--- src/rtl/ram_arbiter.sv ---
// ram_arbiter: two-requester round-robin front end for a single-port,
// async-read RAM. Each access is IDLE (decide) -> ACCESS (drive RAM) ->
// ACK (one-cycle pulse to the winner), so at most one access per 3 cycles.
module ram_arbiter #(
  parameter int WIDTH      = 16,
  parameter int ADDR_WIDTH = 8
) (
  input  logic                  clk,
  input  logic                  rst,
  input  logic                  req0,
  input  logic                  we0,
  input  logic [ADDR_WIDTH-1:0] addr0,
  input  logic [WIDTH-1:0]      wdata0,
  output logic                  ack0,
  input  logic                  req1,
  input  logic                  we1,
  input  logic [ADDR_WIDTH-1:0] addr1,
  input  logic [WIDTH-1:0]      wdata1,
  output logic                  ack1,
  output logic [WIDTH-1:0]      rdata,
  output logic                  busy,
  output logic [ADDR_WIDTH-1:0] ram_addr,
  output logic [WIDTH-1:0]      ram_din,
  output logic                  ram_we,
  input  logic [WIDTH-1:0]      ram_dout
);

  typedef enum logic [1:0] {S_IDLE, S_ACCESS, S_ACK} state_t;

  state_t                r_state, w_next;
  logic                  r_ptr;    // 0: req0 preferred on a tie, 1: req1
  logic                  r_id;     // winner of the access in flight
  logic                  r_we;
  logic [ADDR_WIDTH-1:0] r_addr;
  logic [WIDTH-1:0]      r_wdata;
  logic [WIDTH-1:0]      r_rdata;
  logic                  r_ack0, r_ack1;

  logic w_any, w_grant;

  // Winner selection: a lone requester always wins; a tie goes to the pointer.
  assign w_any   = req0 | req1;
  assign w_grant = (req0 & req1) ? r_ptr : req1;

  assign ram_addr = r_addr;
  assign ram_din  = r_wdata;
  assign rdata    = r_rdata;
  assign ack0     = r_ack0;
  assign ack1     = r_ack1;

  // State register.
  always_ff @(posedge clk) begin
    if (!rst) r_state <= S_IDLE;
    else      r_state <= w_next;
  end

  // Next-state and RAM write strobe / busy decode.
  always_comb begin
    w_next = r_state;
    ram_we = 1'b0;
    busy   = 1'b0;
    case (r_state)
      S_IDLE:   if (w_any) w_next = S_ACCESS;
      S_ACCESS: begin
        w_next = S_ACK;
        ram_we = r_we;
        busy   = 1'b1;
      end
      S_ACK: begin
        w_next = S_IDLE;
        busy   = 1'b1;
      end
      default:  w_next = S_IDLE;
    endcase
  end

  // Request latch, read capture, ack pulse and round-robin pointer.
  always_ff @(posedge clk) begin
    if (!rst) begin
      r_ptr   <= 1'b0;
      r_id    <= 1'b0;
      r_we    <= 1'b0;
      r_addr  <= '0;
      r_wdata <= '0;
      r_rdata <= '0;
      r_ack0  <= 1'b0;
      r_ack1  <= 1'b0;
    end else begin
      case (r_state)
        S_IDLE: begin
          if (w_any) begin
            r_id    <= w_grant;
            r_we    <= w_grant ? we1    : we0;
            r_addr  <= w_grant ? addr1  : addr0;
            r_wdata <= w_grant ? wdata1 : wdata0;
          end
        end
        S_ACCESS: begin
          if (!r_we) r_rdata <= ram_dout;
          r_ack0 <= ~r_id;
          r_ack1 <= r_id;
        end
        S_ACK: begin
          r_ack0 <= 1'b0;
          r_ack1 <= 1'b0;
          r_ptr  <= ~r_id;   // only a completed access moves the pointer
        end
        default: begin
          r_ack0 <= 1'b0;
          r_ack1 <= 1'b0;
        end
      endcase
    end
  end

endmodule

--- config.mk ---
export PLATFORM = sky130hd
export DESIGN_NAME = ram_arbiter
export DESIGN_NICKNAME = d
export VERILOG_FILES = /design/src/rtl/ram_arbiter.sv
export SDC_FILE = /design/constraint.sdc
export NUM_CORES = 1
export LEC_CHECK = 0
export BUFFER_PORTS_ARGS = -buffer_cell sky130_fd_sc_hd__buf_4
export CELL_PAD_IN_SITES_DETAIL_PLACEMENT = 0
export CELL_PAD_IN_SITES_GLOBAL_PLACEMENT = 1
export CORE_MARGIN = 2
export CORE_UTILIZATION = 31
export CTS_CLUSTER_DIAMETER = 50
export DETAILED_ROUTE_END_ITERATION = 10
export GPL_ROUTABILITY_DRIVEN = 0
export PLACE_DENSITY = 0.8
export SLEW_MARGIN = 20
export SYNTH_ARGS = -nofsm -noshare
export SYNTH_HDL_FRONTEND = slang
export SYNTH_SLANG_ARGS = --single-unit
--- constraint.sdc ---
create_clock -name clk -period 1.5 [get_ports clk]
set_input_delay 0.15 -clock clk [delete_from_list [all_inputs] [get_ports clk]]
set_output_delay 0.15 -clock clk [all_outputs]
set_load 0.02 [all_outputs]
==> results_dict.tcl <==
set metrics [dict create \
    fin_crit_sh 0.973 \
    grt_overflow_total 0 \
    drt_wl_total_um 6440 \
    synth.top_cell.area_share 0.444 \
    hpwl_um 4240 \
    finalSetupViolCount 0 \
    synth_common_cells "dfxtp_1 (47), o21ai_0 (36), nand2_1 (34), a21oi_1 (25), a31oi_1 (25)" \
    grt_max_degree 48 \
    pwr-share-comb 0.289 \
    drive_gt1_frac 0.376 \
    critPathBufInv 2 \
    row_count 30 \
    fmax_mhz 685 \
    htree_levels 2 \
    synth_nets 323 \
    finalWorstSetupSlack_ps 39.8 \
    rsz0062_at_grt "yes" \
    vdd_drop_max_mv 0.564 \
    antenna_found_initial 0 \
    slew_violations 0 \
    cts_root_buf "clkbuf_8" \
    clockBufferDepth 2 \
    end_kind "primary output" \
    drt_iter0_drc 105 \
    clkSlewWorstSetupHoldPaths_ps 90 \
    routedWlPerCell_um 15.0 \
    ys_types 29 \
    status "complete, no violations" \
    tightest_slew_ps 727 \
    initial_core_util 0.315 \
    synth-async-reset-ratio 0 \
    rr_endpoint "r_state[1]" \
    fin_skew_ps 11.0 \
    via_per_inst 5.08 \
    syn_to_final_growth_pct 45.1 \
    seqPwrFrac 0.427 \
    die_area_mm2 0.00751 \
    critPathMaxFanout 5 \
    rr_startpoint "r_state[1]" \
    cpLargestDelayFamily "flip-flops" \
    ctsHoldBuffers 0 \
    crit_start "r_state[1]" \
    ys_seq_area_frac 0.444 \
    gr-usage-met1 0.217 \
    cell_internal_pwr_mw 2.36 \
    die_y_um 86.6 \
    synth.most_common_cell "dfxtp_1" \
    maxCapViolCount 0 \
    antenna_cells 0 \
    num_vias 2191 \
    cts.sinks 47 \
    io_buffer_count 113 \
    first_pass_iters 4 \
    grtUsageMet2 0.257 \
    grt_pass1_vias 2078 \
    hp-class "input port to flip-flop" \
    clkPwrFrac 0.284 \
    min_from "ram_dout[5]" \
    cp.required_ps 1350 \
    r2r_slack_ps 40 \
    hold_viol_final 0 \
    sw_frac_of_total 0.309 \
    grt_pass1_wl_um 9920 \
    min_path_cells 3 \
    r2r_cells 5 \
    p_per_area_mw_per_mm2 1110 \
    synthTopCellsByArea "dfxtp_1 (44%), o21ai_0 (8.5%), a31oi_1 (7.4%)" \
    pre_cts_slack_ps -10.6 \
    p_leak_nw 1.32 \
    ant_nets 0 \
    grt_busiest_layer "met2" \
    crit_path_top_delay_cell "dfxtp_1" \
    io_pins 114 \
    cts_made_buffers 5 \
    insertion_delay_ps 300 \
    synth.largest_area_cell "dfxtp_1" \
    final_nets 424 \
    drc_errors 0 \
    core-area_mm2 0.00672 \
    cp.arrival_ps 1310 \
    slew_headroom 0.515 \
    yosys_warnings 0 \
    period_needed_ps 1460 \
    groute.usage.overall 0.165 \
    cp_slowest_stage_delay_ps 360 \
    min_to "rdata[5]" \
    crit_chain "inv_1 -> ha_1 -> and2_1 -> buf_4" \
    syn_inst 249 \
    dieWidth_um 86.6 \
    synth_edf_count 0 \
    nFillCells 676 \
    tritoncts "done" \
    worstSetupPathType "flip-flop to primary output" \
    cp-start-kind "flip-flop" \
    fin_util 0.457 \
    syn_avg_cell_area_um2 8.50 \
    synth_seq_cells 47 \
    met3_usage 0.0486 \
    synthFlopType "dfxtp_1" \
    power_switching_mw 1.05 \
    syn_area_mm2 0.00212 \
]
[state kept, by name (all words and copies together) (netlist names)]
register,count
ram_din,16
rdata,16
ram_addr,8
r_state,2
ack0,1
ack1,1
r_id,1
r_ptr,1
r_we,1
[cells in the final DEF, fill, tap and decap left out, drive strengths merged, types with 2 or more instances in the layout]
| master | synthesis | routed |
|---|---|---|
| nor2b | 4 | 4 |
| dfxtp | 47 | 47 |
| ha | 4 | 4 |
| mux2i | 2 | 2 |
| nand2 | 34 | 34 |
| a21boi | 16 | 16 |
| buf | 15 | 116 |
| nand2b | 2 | 2 |
| inv | 4 | 4 |
| clkbuf | 9 | 6 |
| and2 | 3 | 3 |
| a21oi | 25 | 25 |
| o21a | 1 | 2 |
| a31oi | 25 | 25 |
| o21ai | 52 | 53 |
[cell type report]
class / count / area (um2) / area share
clock buffer: 6 / 82.6 / 0.0269
clock inverter: 2 / 35.0 / 0.0114
inverter: 4 / 15.0 / 0.00489
multi-input combinational: 176 / 1030 / 0.334
sequential: 47 / 941 / 0.306
tap: 80 / 100 / 0.0326
timing repair buffer: 116 / 871 / 0.284
[worst reg2reg max path: stages (launching register included)]
cell	delay, ps
dfxtp_1	330
inv_1	100
ha_2	360
nor3b_1	290
mux2i_1	210
nor2b_1	60
[worst max-delay path by stage]
stage | endpoint | slack [ps] | cells past startpoint
final | ram_we | 40 | 4
after global routing | ram_we | -50 | 4
after floorplan | ram_addr[0] | 160 | 7
after CTS | ram_we | 20 | 4
after detailed placement | ram_addr[4] | -10 | 5
after global placement | ram_din[1] | 60 | 5
[per-stage QoR]
stage / power [mW] / setup TNS, ps / hold slack (ps) / cells / area [um2]
after floorplan: 2.05 / 0 / 285 / 249 / 2120
after global placement: 2.44 / 0 / 405 / 421 / 2920
after detailed placement: 2.45 / -15.7 / 409 / 421 / 2920
after CTS: 3.43 / 0 / 85.3 / 430 / 3050
after global routing: 3.61 / -136 / 92.4 / 431 / 3070
final: 3.42 / 0 / 97.5 / 431 / 3070
[layer usage]
| metal | wire length, um | vias to the layer above |
|---|---|---|
| met5 | 0 | - |
| met4 | 48 | 0 |
| met3 | 583 | 4 |
| met2 | 2960 | 113 |
| met1 | 2850 | 991 |
| li1 | - | 1083 |
[power by group through the flow]
stage	clock (mW)	combinational, mW	sequential, mW
final	0.972	0.987	1.46
after CTS	0.997	0.979	1.46
after global placement	0	0.957	1.48
after detailed placement	0	0.967	1.48
after global routing	1.06	1.08	1.47
after floorplan	0	0.434	1.62
[logic make-up after synthesis]
family,Yosys count,share of synthesized area
DFF,47,0.444
AOI/OAI and AO/OA,122,0.338
and+or+nand+nor,46,0.0981
adders and majority gates,4,0.0236
buffers and inverters,28,0.0863
muxes,2,0.00946
[repair_timing]
action	4_1_cts	5_1_grt
endpoints found under the setup margin	9	23
resized for setup	1	2
setup buffers	0	0
gates cloned	1	1
Note: power is estimated with default switching activity, not from simulation.
